===== src/rtl/irq_ctrl_if.sv =====
// Register bus between the bridge address decode and irq_ctrl.
//   sel    : select from the bridge decode
//   addr   : register offset, bits [3:2] decode the register
//   we     : write enable
//   byteen : byte enables, only byteen[0] qualifies a write
//   wdata  : write data
//   rdata  : read data, driven combinationally by the slave
interface irq_ctrl_if;
    logic        sel;
    logic [3:0]  addr;
    logic        we;
    logic [3:0]  byteen;
    logic [31:0] wdata;
    logic [31:0] rdata;

    modport master (output sel, addr, we, byteen, wdata, input rdata);
    modport slave  (input sel, addr, we, byteen, wdata, output rdata);
endinterface


===== src/rtl/irq_ctrl.sv =====
// Priority interrupt controller with mask, edge/level select, pending
// and in-service tracking, and optional nesting of higher-priority sources.
// Optional build macro IRQ_CTRL_SYNC2_EN inserts a 2-flop synchronizer on src.
// Ports:
//   clk    : clock, rising edge
//   reset  : asynchronous active-low reset
//   src    : raw interrupt lines, bit 0 highest priority
//   bus    : register bus (slave side), rdata combinational
//   irq    : interrupt request to the CPU (from registers only)
//   hwint  : PEND & MASK, zero-extended to 6 bits
//   ack    : handler-entry pulse
//   eoi    : handler-return pulse
module irq_ctrl #(
    parameter int unsigned NSRC     = 6,
    parameter int unsigned ISR_NEST = 1
) (
    input  logic            clk,
    input  logic            reset,
    input  logic [NSRC-1:0] src,
    irq_ctrl_if.slave       bus,
    output logic            irq,
    output logic [5:0]      hwint,
    input  logic            ack,
    input  logic            eoi
);

    localparam int unsigned IDW = 3;
    localparam int unsigned DW  = 32;
    localparam int unsigned HW  = 6;

    localparam logic [1:0] A_MASK = 2'd0;
    localparam logic [1:0] A_EDGE = 2'd1;
    localparam logic [1:0] A_PEND = 2'd2;
    localparam logic [1:0] A_VEC  = 2'd3;

    logic [NSRC-1:0] r_mask;
    logic [NSRC-1:0] r_edge;
    logic [NSRC-1:0] r_pend;
    logic [NSRC-1:0] r_isr;
    logic [NSRC-1:0] r_src_d;

    logic [NSRC-1:0] w_src_s;
    logic [NSRC-1:0] w_wdata_n;
    logic            w_wr;
    logic [NSRC-1:0] w_elig;
    logic            w_win_vld;
    logic [IDW-1:0]  w_win_id;
    logic [NSRC-1:0] w_win_oh;
    logic            w_isr_any;
    logic [IDW-1:0]  w_isr_lo;
    logic [NSRC-1:0] w_isr_lo_oh;
    logic            w_nest_ok;
    logic            w_ack_ok;
    logic [NSRC-1:0] w_isr_after_eoi;
    logic [NSRC-1:0] w_isr_n;
    logic [NSRC-1:0] w_rise;
    logic [NSRC-1:0] w_w1c;
    logic [NSRC-1:0] w_ack_clr;
    logic [NSRC-1:0] w_pend_edge;
    logic [NSRC-1:0] w_pend_n;
    logic            w_unused;

    // Source sampling point: synchronized or direct
`ifdef IRQ_CTRL_SYNC2_EN
    logic [NSRC-1:0] r_sync1;
    logic [NSRC-1:0] r_sync2;

    always_ff @(posedge clk or negedge reset) begin
        if (!reset) begin
            r_sync1 <= '0;
            r_sync2 <= '0;
        end else begin
            r_sync1 <= src;
            r_sync2 <= r_sync1;
        end
    end

    assign w_src_s = r_sync2;
`else
    assign w_src_s = src;
`endif

    assign w_wr      = bus.sel & bus.we & bus.byteen[0];
    assign w_wdata_n = bus.wdata[NSRC-1:0];
    assign w_unused  = ^{bus.addr[1:0], bus.byteen[3:1], bus.wdata[DW-1:NSRC]};

    assign w_elig = r_pend & r_mask & ~r_isr;

    // Lowest-index eligible source and lowest in-service source
    always_comb begin
        w_win_vld = 1'b0;
        w_win_id  = '0;
        w_isr_any = 1'b0;
        w_isr_lo  = '0;
        for (int i = int'(NSRC) - 1; i >= 0; i--) begin
            if (w_elig[i]) begin
                w_win_vld = 1'b1;
                w_win_id  = IDW'(i);
            end
            if (r_isr[i]) begin
                w_isr_any = 1'b1;
                w_isr_lo  = IDW'(i);
            end
        end
    end

    assign w_win_oh    = NSRC'(1) << w_win_id;
    assign w_isr_lo_oh = w_isr_any ? (NSRC'(1) << w_isr_lo) : '0;

    // A winner preempts only when strictly higher priority than the active handler
    assign w_nest_ok = (ISR_NEST != 0) && (w_win_id < w_isr_lo);
    assign irq       = w_win_vld & (~w_isr_any | w_nest_ok);
    assign w_ack_ok  = ack & irq;

    // eoi retires the current handler before ack records the new one
    assign w_isr_after_eoi = eoi ? (r_isr & ~w_isr_lo_oh) : r_isr;
    assign w_isr_n         = w_ack_ok ? (w_isr_after_eoi | w_win_oh) : w_isr_after_eoi;

    // Edge bits: a new rising edge beats any clear in the same cycle
    assign w_rise      = w_src_s & ~r_src_d;
    assign w_w1c       = (w_wr && (bus.addr[3:2] == A_PEND)) ? w_wdata_n : '0;
    assign w_ack_clr   = w_ack_ok ? w_win_oh : '0;
    assign w_pend_edge = w_rise | (r_pend & ~(w_w1c | w_ack_clr));
    assign w_pend_n    = (r_edge & w_pend_edge) | (~r_edge & w_src_s);

    // Register state
    always_ff @(posedge clk or negedge reset) begin
        if (!reset) begin
            r_mask  <= '0;
            r_edge  <= '0;
            r_pend  <= '0;
            r_isr   <= '0;
            r_src_d <= '0;
        end else begin
            if (w_wr && (bus.addr[3:2] == A_MASK)) begin
                r_mask <= w_wdata_n;
            end
            if (w_wr && (bus.addr[3:2] == A_EDGE)) begin
                r_edge <= w_wdata_n;
            end
            r_pend  <= w_pend_n;
            r_isr   <= w_isr_n;
            r_src_d <= w_src_s;
        end
    end

    // Read mux, zero when not selected
    always_comb begin
        bus.rdata = '0;
        if (bus.sel) begin
            case (bus.addr[3:2])
                A_MASK:  bus.rdata = DW'(r_mask);
                A_EDGE:  bus.rdata = DW'(r_edge);
                A_PEND:  bus.rdata = DW'(r_pend);
                A_VEC:   bus.rdata = {w_win_vld, {(DW - 1 - IDW){1'b0}}, w_win_id};
                default: bus.rdata = '0;
            endcase
        end
    end

    assign hwint = HW'(r_pend & r_mask);

endmodule

===== src/flat_wrapper.sv =====
// flat-port wrapper written by rule: the top's interface ports become plain ports
module irq_ctrl_flat 
#(
    parameter int unsigned NSRC     = 6,
    parameter int unsigned ISR_NEST = 1
)
  (clk, reset, src, irq, hwint, ack, eoi, bus_sel, bus_addr, bus_we, bus_byteen, bus_wdata, bus_rdata);
  irq_ctrl_if bus_i ();
  input  logic clk;
  input  logic reset;
  input  logic [NSRC-1:0] src;
  output logic irq;
  output logic [5:0] hwint;
  input  logic ack;
  input  logic eoi;
  input wire logic [$bits(bus_i.sel)-1:0] bus_sel;
  input wire logic [$bits(bus_i.addr)-1:0] bus_addr;
  input wire logic [$bits(bus_i.we)-1:0] bus_we;
  input wire logic [$bits(bus_i.byteen)-1:0] bus_byteen;
  input wire logic [$bits(bus_i.wdata)-1:0] bus_wdata;
  output wire logic [$bits(bus_i.rdata)-1:0] bus_rdata;
  assign bus_i.sel = bus_sel;
  assign bus_i.addr = bus_addr;
  assign bus_i.we = bus_we;
  assign bus_i.byteen = bus_byteen;
  assign bus_i.wdata = bus_wdata;
  assign bus_rdata = bus_i.rdata;
  irq_ctrl #(.NSRC(NSRC), .ISR_NEST(ISR_NEST)) u_core (.clk(clk), .reset(reset), .src(src), .bus(bus_i), .irq(irq), .hwint(hwint), .ack(ack), .eoi(eoi));
endmodule

===== config.mk =====
export PLATFORM = sky130hd
export DESIGN_NAME = irq_ctrl_flat
export DESIGN_NICKNAME = d
export VERILOG_FILES = /design/src/rtl/irq_ctrl_if.sv /design/src/rtl/irq_ctrl.sv /design/src/flat_wrapper.sv
export SDC_FILE = /design/constraint.sdc
export NUM_CORES = 1
export LEC_CHECK = 0
export CAP_MARGIN = 20
export CORE_UTILIZATION = 41
export DETAILED_ROUTE_END_ITERATION = 10
export PLACE_DENSITY = 0.87
export SYNTH_ARGS = -nofsm -noshare
export SYNTH_HDL_FRONTEND = slang
export SYNTH_SLANG_ARGS = --single-unit

===== constraint.sdc =====
create_clock -name clk -period 3.1 [get_ports clk]
set_input_delay 0.465 -clock clk [delete_from_list [all_inputs] [get_ports clk]]
set_output_delay 0.465 -clock clk [all_outputs]
set_load 0.005 [all_outputs]

==> summary.md <==
| Metric | Value |
|---|---|
| Status | complete, but fails checks |
| Failing checks | design-rule violations |
| Setup TNS | 0 ns |
| Fin. Hold Viols | 0 |
| DR vias | 1725 |
| CP Launch Type | input port |
| Worst Hold End | u_core.r_pend[1] |
| Seq. cell area | 756 um2 |
| Share of cells above drive strength 1 | 21.3% |
| Worst r2r dst | u_core.r_pend[3] |
| Largest net degree at the start of global routing | 31 |
| Crit path kind | in -> out |
| Antenna Cells | 0 |
| # setup viols final | 0 |
| Maximum fanout along the worst path | 13 |
| Overall routing resource usage | 20.5% |
| PwrDens | 822 nW/um2 |
| Leak Pwr | 1.12 nW |
| TritonCTS Sinks | 30 |
| DIE AREA | 5030 um2 |
| Root buf cell | clkbuf_8 |
| Mean area per synthesized cell | 9.56 um2 |
| TritonCTS buffer count | 5 |
| Final instance area | 2500 um2 |
| First-pass GRT wire length | 7940 um |
| Dpl cells | 292 |
| Core area | 4470 um2 |
| Post-route ant nets | 0 |
| Simple-gate share of the synthesized area | 19.6% |
| Initial Util | 43.6% |
| Synthesized instance count | 204 |
| Antenna violations before repair | 0 |
| Max VDD drop | 0.000359 V |
| Post-synthesis compound-gate area fraction | 18.4% |
| Row count | 24 |
| CTS Buffer Depth | 2 |
| Synth Warn # | 0 |
| Synth Area in Adders | 1.28% |
| Max-Slew Margin vs Limit | 65.0% |
| Hold path depth | 3 |
| Number of global-route vias before repair | 1682 |
| Multi-input combinational cell area | 1080 um2 |
| Gp weighted congestion | 1.01 |
| Die H | 71.0 um |
| WP data arrival | 2.43 ns |
| WL/cell | 15.7 um |
| Reg2reg path depth | 9 |
| Nets@finish | 307 |
| RSZ-0062 raised after global routing | no |
| DRC viols | 4 |
| Dpl cell area | 2300 um2 |
| FMAX | 345 MHz |
| Mapped Area | 1950 um2 |
| Final Skew | 0.00246 ns |
| H-tree lvl count | 2 |
| Seq cells post-synth | 30 |
| XOR/XNOR share of the synthesized area | 0% |
| Main combinational cell family by area after synthesis | simple AND/OR/NAND/NOR gates |
| WP data required | 2.63 ns |
| Tmin final | 2.90 ns |
| Cell Count, Final, Fillers Out | 306 |
| Mux share of post-synthesis cell area | 9.63% |
| Port bufs | 34 |
| MaxCap Viol Count | 0 |
| Clock Latency Late Sink | 0.28 ns |
| Chip Width | 71.0 um |
| Measured slew at the worst slew-check pin | 0.523 ns |
| Reg2reg start | u_core.r_isr[3] |
| Boundary pin count | 91 |
| Clk slew on worst S/H paths | 0.06 ns |
| Max Slew Vio Count | 0 |
| Vias per Instance | 5.64 |
| Asr flop ratio synth | 100% |
| Hold Crit Class | reg -> reg |
| Initial DRC count | 92 |
| Fillers | 378 |
| CP Capture Type | output pin |
| Register area share after synthesis | 38.5% |
| Ys flop type | dfrtp_1 |
| WL final | 4820 um |
| Area Overhead vs Synth | 28.2% |
| Drt first pass iters | 7 |
| TritonCTS clock tree | built |
| R2R Setup Slk | 0.52 ns |
| Fin crit share | 93.5% |
| GRT overflow | 0 |
| Hold_sp | u_core.r_src_d[1] |
| Synth cell types | 50 |
| Post-synth EDFFs | 0 |
| Dpl hpwl | 3400 um |
==> metal layers <==
metal	vias up	part of all wire, %	track usage (%)
li1	798	-	-
met1	834	40	24.8
met2	81	51	34.0
met3	12	6.9	5.70
met4	0	1.9	9.33
met5	-	0	0
==> per-stage QoR <==
step                total power [mW]  setup WS (ns)  utilization [%]  hold slack [ns]
detailed placement              1.54          0.271             51.5            0.530
global placement                1.51          0.310             51.5            0.517
floorplan                       1.17          0.750                -            0.169
CTS                             1.92         0.0158             54.0            0.539
finish                          2.06          0.201             55.9            0.541
global route                    2.19          0.119             55.9            0.570
==> state kept, by name, summed over array words and instances, names as in the netlist <==
| signal | count |
|---|---|
| u_core.r_edge | 6 |
| u_core.r_isr | 6 |
| u_core.r_mask | 6 |
| u_core.r_pend | 6 |
| u_core.r_src_d | 6 |
==> synthesized netlist by cell type, types with 2 or more instances <==
library cell,count,area (um2)
mux2_2,14,158
a41oi_1,2,17.5
and3b_1,5,43.8
nand2b_1,2,12.5
a31oi_1,7,43.8
o21ai_0,14,70.1
a41o_1,2,20.0
nand3_1,7,35.0
and2_1,8,50.1
clkbuf_1,6,22.5
nor2b_1,5,31.3
nor2_1,8,30.0
nand3b_1,4,30.0
buf_4,25,188
a21oi_1,5,25.0
ha_1,2,25.0
a32oi_1,2,17.5
dfrtp_1,30,751
mux2i_1,3,30.0
nor3_1,2,10.0
inv_1,7,26.3
nand2_1,14,52.6
a21boi_0,3,22.5
==> cells in the final DEF (no fill, tap or decap), types with 8 or more instances in the layout <==
master / n
dfrtp_1: 26
and2_1: 8
o21ai_0: 12
conb_1: 25
mux2_2: 14
clkbuf_8: 8
clkdlybuf4s50_1: 33
nor2_1: 8
buf_4: 16
nand2_1: 14
==> report_power, final <==
group | internal [mW] | switching, mW
registers | 0.494 | 0.130
clock network | 0.224 | 0.146
logic | 0.540 | 0.522
==> critical path, stage by stage <==
cell	delay, ns
clkdlybuf4s50_1	0.68
nor2b_1	0.45
nand2_1	0.12
o21ai_0	0.08
and2_1	0.14
clkdlybuf4s50_1	0.49
==> worst max path at each step <==
stage | end | slack, ns | startpoint | cells past startpoint
global placement | bus_rdata[0] | 0.31 | bus_addr[3] | 4
finish | bus_rdata[4] | 0.20 | bus_addr[3] | 6
detailed placement | bus_rdata[4] | 0.27 | bus_addr[3] | 6
global route | bus_rdata[5] | 0.12 | bus_addr[3] | 6
CTS | irq | 0.02 | u_core.r_isr[4] | 8
floorplan | u_core.r_pend[3] | 0.75 | u_core.r_isr[4] | 8
==> area by class of cell <==
type                    count  share of cell area (%)
clock buffers               8                    4.40
well taps                  52                    2.60
flip-flops and latches     30                    30.2
multi-input cells         159                    43.2
inverters                   7                    1.05
repair buffers             50                    18.5
==> kinds of logic (layout without fill, tap and decap cells) <==
family | Yosys count | in the layout
simple gates | 65 | 65
mux | 17 | 17
other cells | 1 | 25
buf+inv | 39 | 65
fa+ha+maj | 2 | 2
flops | 30 | 30
compound gates | 50 | 50
==> what timing repair did <==
item	CTS	global route
setup endpoints to repair	1	1
gates resized for setup	2	12
pin swaps	0	2
hold buffers	0	0
buffers inserted	0	6
(Power assumes the default switching activity.)
==> RTL change 1: new RTL, same settings <==
`IDW`: 3 -> 6.
--- a/src/rtl/irq_ctrl.sv
+++ b/src/rtl/irq_ctrl.sv
@@ -26,3 +26,3 @@
 
-    localparam int unsigned IDW = 3;
+    localparam int unsigned IDW = 6;
     localparam int unsigned DW  = 32;
Formal check against the unedited RTL: equivalent (equiv_simple and equiv_induct, registers matched by name and starting in step).
==> RTL change 1 against the original RTL <==
- the flow now finishes without violations
- final cell count decreased by 7.5%
- worst hold slack got worse by 0.023 ns
- routed wire length decreased by 13%
- sequential cell count unchanged
- largest power group unchanged
- global-route usage decreased by 2.3 points
- design area decreased by 5.5%
- first-iteration DRC count decreased by 11%
- power decreased by 18%
- combinational power decreased by 26%
- core utilization decreased by 1.6 points
- via count decreased by 11%
- critical path type is now flop to primary output
- worst setup slack got worse by 0.098 ns
- area after synthesis decreased by 4.2%
- maximum frequency decreased by 3.3%
==> RTL change 1: results (changes against the original RTL) <==
[layout]
nNonClkBuffers=43  ; -14%
area_share_clock_buf_inv_pct=3.49  ; -0.91 points
multi_input_area_share_pct=43.6  ; +0.43 points
layout-drive-gt1-share_pct=16.5  ; -4.8 points
area_share_nonclk_buffers_pct=17.3  ; -1.3 points
num-fill-cells=377  ; -0.26%
fin_nets=286  ; -6.8%
regArea_um2=754  ; -0.17%
inverters_excl_clock=6  ; -1
diodes=0  ; unchanged
multi_input_gates=146  ; -8.2%
nClkBuffers=6  ; -2

[synth]
synth_xor_area_share_pct=0  ; unchanged
synth_seq_cells=30  ; unchanged
synthTopCellsByArea=dfrtp_1 40%, buf_4 10%, mux2_1 7.2%, nand2_1 5.4%, and2_1 3.0%
yosysSeqAreaShare_pct=40.2  ; +1.7 points
synth_cell_types=46  ; -8.0%
synthMuxAreaShare_pct=12.7  ; +3.0 points
async_reset_ff_share_pct=100  ; unchanged
synth_fa_ha_area_share_pct=1.34  ; +0.056 points
ys_warn_count=0  ; unchanged
synth_compound_area_share_pct=15.1  ; -3.4 points
synth_common_cells=30 x dfrtp_1, 27 x nand2_1, 25 x buf_4
ys.flop_type=dfrtp_1

[detailed_routing]
wl_mm=4.21  ; -13%
vias=1531  ; -11%
first_pass_iters=4  ; -3
drt-initial-drc-count=82  ; -11%

[place]
placed_area_um2=2190  ; -5.2%
gp_congestion=0.922  ; -9.0%
pre_cts_ws_ns=0.283  ; +0.0112 ns
dp_hpwl_mm=2.98  ; -12%
io_buffers=34  ; unchanged

[clocking]
clkTransAtPathRegs_ns=0.06  ; about the same
clockRootBuffer=clkbuf_8
cts_buffers=5  ; unchanged
clock_path_buffers=2  ; unchanged
post_cts_resized=2  ; unchanged
clock_latency_ns=0.28  ; about the same

[grt]
grt_pass1_wl_mm=6.87  ; -13%
antenna_found_initial=0  ; unchanged
grt_pass1_vias=1463  ; -13%
grt_max_degree=31  ; unchanged
track_usage_pct=18.2  ; -2.3 points

[sta]
tightestPinTransition_ns=0.584  ; +0.0610 ns
clock.fmax_mhz=334  ; -3.3%
finClkSkew_ns=0.00299  ; +0.000531 ns

[die]
tap_cells=52  ; unchanged

[critical_path]
timing.rr.start=u_core.r_isr[1]
crit_path_max_fanout=5  ; -8
slowest_delay_ns=0.49  ; -0.19 ns
cp_slowest_cell=mux4_1
reg2reg_depth=8  ; -1
worst_ep_arrival_time_ns=2.53  ; +0.10 ns
crit_start=u_core.r_isr[2]
ff2ff_setup_slack_ns=0.81  ; +0.29 ns

[status]
status=completed

[power]
peakVddDrop_v=0.000300  ; -17%
p_leak_nw=1.07  ; -4.5%

[min_path]
hold_start=u_core.r_src_d[1]

-- RTL change 1: changes by cell type after synthesis, sizes merged, moves of 3 or more --
cell / before / now
mux4: 0 / 3
clkbuf: 6 / 0
o21ai: 15 / 12
buf: 26 / 29
a31oi: 7 / 1
nor2b: 5 / 2
nand2: 14 / 27
-- RTL change 1: through the flow --
| stage | total power [W] | hold slack [ns] | TNS, ns | std cells | util [%] |
|---|---|---|---|---|---|
| final | 0.00169 | 0.518 | 0 | 283 | 54.3 |
| after detailed placement | 0.00126 | 0.502 | 0 | 272 | 50.2 |
| after floorplan | 0.00103 | 0.169 | 0 | 211 | - |
| after global routing | 0.00180 | 0.545 | -0.0278 | 283 | 54.3 |
| after CTS | 0.00159 | 0.513 | 0 | 278 | 52.4 |
| after global placement | 0.00124 | 0.486 | 0 | 272 | 50.2 |
-- RTL change 1: final timing paths --
check                                        end
worst min-delay path            u_core.r_pend[1]
worst max register to register  u_core.r_pend[3]
max in group asynchronous        u_core.r_isr[1]
worst min register to register  u_core.r_pend[1]
worst max-delay path                bus_rdata[0]
min in group asynchronous       u_core.r_pend[5]
-- RTL change 1: worst max-delay path: cells and delay by family, from the launching register on --
kind | cells | cell delay, ns
buffers and inverters | 2 | 0.63
multiplexers | 1 | 0.49
AND/OR/NAND/NOR | 2 | 0.44
flip-flops | 1 | 0.45
AO/OA/AOI/OAI | 2 | 0.25
-- RTL change 1: per-layer routing --
layer | share of wire [%] | wire (um) | global-route usage, %
met3 | 6.6 | 277 | 5.38
met1 | 41 | 1740 | 22.9
met5 | 0 | 0 | 0
met2 | 50 | 2100 | 30.3
met4 | 2.1 | 90 | 5.22
-- RTL change 1: report_power, final --
part,internal (W),switching [W]
combinational,0.000403,0.000381
sequential,0.000482,0.000120
clock,0.000171,0.000135
==> RTL change 2: new RTL, same settings <==
Without the edit above. Register the output `irq`; this adds one clock of latency there. The other outputs are not delayed to match.
--- a/src/rtl/irq_ctrl.sv
+++ b/src/rtl/irq_ctrl.sv
@@ -34,2 +34,4 @@
     localparam logic [1:0] A_VEC  = 2'd3;
+
+    logic irq_d;
 
@@ -111,4 +113,4 @@
     assign w_nest_ok = (ISR_NEST != 0) && (w_win_id < w_isr_lo);
-    assign irq       = w_win_vld & (~w_isr_any | w_nest_ok);
-    assign w_ack_ok  = ack & irq;
+    assign irq_d     = w_win_vld & (~w_isr_any | w_nest_ok);
+    assign w_ack_ok  = ack & irq_d;
 
@@ -162,2 +164,6 @@
 
+    always_ff @(posedge clk) begin
+        irq <= irq_d;
+    end
+
 endmodule
Behaviour: not the same (Yosys sat finds a counterexample within 4 cycles, from zero or initial values and one cycle with reset low).
==> RTL change 2 against the original RTL <==
- the run still ends with design-rule violations left
- power down 12%
- final cell count down 2.9%
- critical path depth up 1
- sequential cell count increased by 1
- routed wire length is 3.2% lower
- worst setup slack improved by 0.15 ns
- design area shrank 4.1%
- area after synthesis increased by 1.0%
==> RTL change 2: results (changes against the original RTL) <==
[place]
dp_cells=289  ; -1.0%
pre_cts_ws_ns=0.399  ; +0.127 ns
gp_congestion=0.940  ; -7.3%

[sta]
clock.fmax_mhz=363  ; +5.3%
finClkSkew_ns=0.0116  ; +0.00912 ns
tightestPinTransition_ns=0.870  ; +0.347 ns

[grt]
met3_usage_pct=4.08  ; -1.6 points
grt_pass1_vias=1546  ; -8.1%
track_usage_pct=19.2  ; -1.2 points
grt_pass1_wl_mm=7.58  ; -4.5%
met2_usage_pct=32.4  ; -1.6 points
grtUsageMet1_pct=24.9  ; about the same

[status]
violations=design-rule violations
status=complete, but fails checks

[critical_path]
slowest_delay_ns=0.46  ; -0.22 ns
cp_top_family=compound AO/OA/AOI/OAI gates
cp_slowest_cell=dfrtp_1
crit_path_max_fanout=9  ; -4

[detailed_routing]
first_pass_iters=8  ; +1
detail_route.wl_per_cell_um=15.7  ; -0.31%
vias=1655  ; -4.1%
drc=5  ; +1

[power]
peakVddDrop_v=0.000375  ; +4.4%
p_leak_nw=1.05  ; -5.7%

[synth]
yosysSeqAreaShare_pct=39.1  ; +0.63 points
postSynthCellCount=205  ; +0.49%
synthTopCellsByArea=dfrtp_1 38%, buf_4 9.5%, mux2_2 8.0%, o21ai_0 3.6%, nand2_1 2.7%
synth_cell_types=51  ; +2.0%

[layout]
fin_nets=298  ; -2.9%
layout-drive-gt1-share_pct=13.9  ; -7.4 points

[RTL change 2: cell types whose count changed in the layout (fill, tap and decap cells not counted), sizes merged]
cell           change
buf               -10
clkinv             +1
dlymetal6s2s       -1
clkbuf             -1
dfxtp              +1
clkdlybuf4s50      +1
[RTL change 2: per-stage QoR]
stage / utilization (%) / area [um2]
after detailed placement: 51.6 / 2310
after floorplan: - / 2060
after CTS: 53.6 / 2400
final: 53.6 / 2400
after global placement: 51.6 / 2310
after global routing: 53.6 / 2400
[RTL change 2: area by class of cell]
cell class,count,area share [%]
multi-input combinational,159,43.7
sequential,31,32.1
timing repair buffer,40,16.6
clock buffer,7,3.60
tap,52,2.71
inverter,7,1.10
clock inverter,1,0.209
[RTL change 2: cells by family (layout without fill, tap and decap cells)]
kind of cell    count (synthesis)  after routing  share of synthesized area [%]
buf+inv                        39             55                           12.3
other cells                     1             25                          0.190
simple gates                   65             65                           19.4
fa+ha+maj                       2              2                           1.27
compound gates                 50             50                           18.2
mux                            17             17                           9.53
flops                          31             31                           39.1
[RTL change 2: final timing paths]
kind,startpoint,end,depth (start not counted)
worst max-delay path,u_core.r_isr[1],u_core.r_isr[2],7
min in group asynchronous,reset,u_core.r_mask[4],2
worst min-delay path,u_core.r_src_d[1],u_core.r_pend[1],3
worst max register to register,u_core.r_isr[1],u_core.r_isr[2],7
max in group asynchronous,reset,u_core.r_pend[3],2
worst min register to register,u_core.r_src_d[1],u_core.r_pend[1],3
[RTL change 2: worst reg2reg max path: stages (launching register included)]
cell	delay, ns
dfrtp_1	0.46
nor4_2	0.36
o21ai_0	0.21
ha_1	0.34
o21ai_0	0.08
a22oi_1	0.38
o21ai_0	0.46
a41o_1	0.36
[RTL change 2: per-layer routing]
metal  vias to the layer above  share of wire (%)
met3                         7                5.4
met4                         0                1.2
met2                        69                 51
met1                       804                 43
met5                         -                  0
li1                        775                  -
[RTL change 2: power by group]
| part | total, W | switching, W | internal, W |
|---|---|---|---|
| sequential | 0.000641 | 0.000131 | 0.000510 |
| clock | 0.000333 | 0.000154 | 0.000179 |
| combinational | 0.000834 | 0.000443 | 0.000391 |
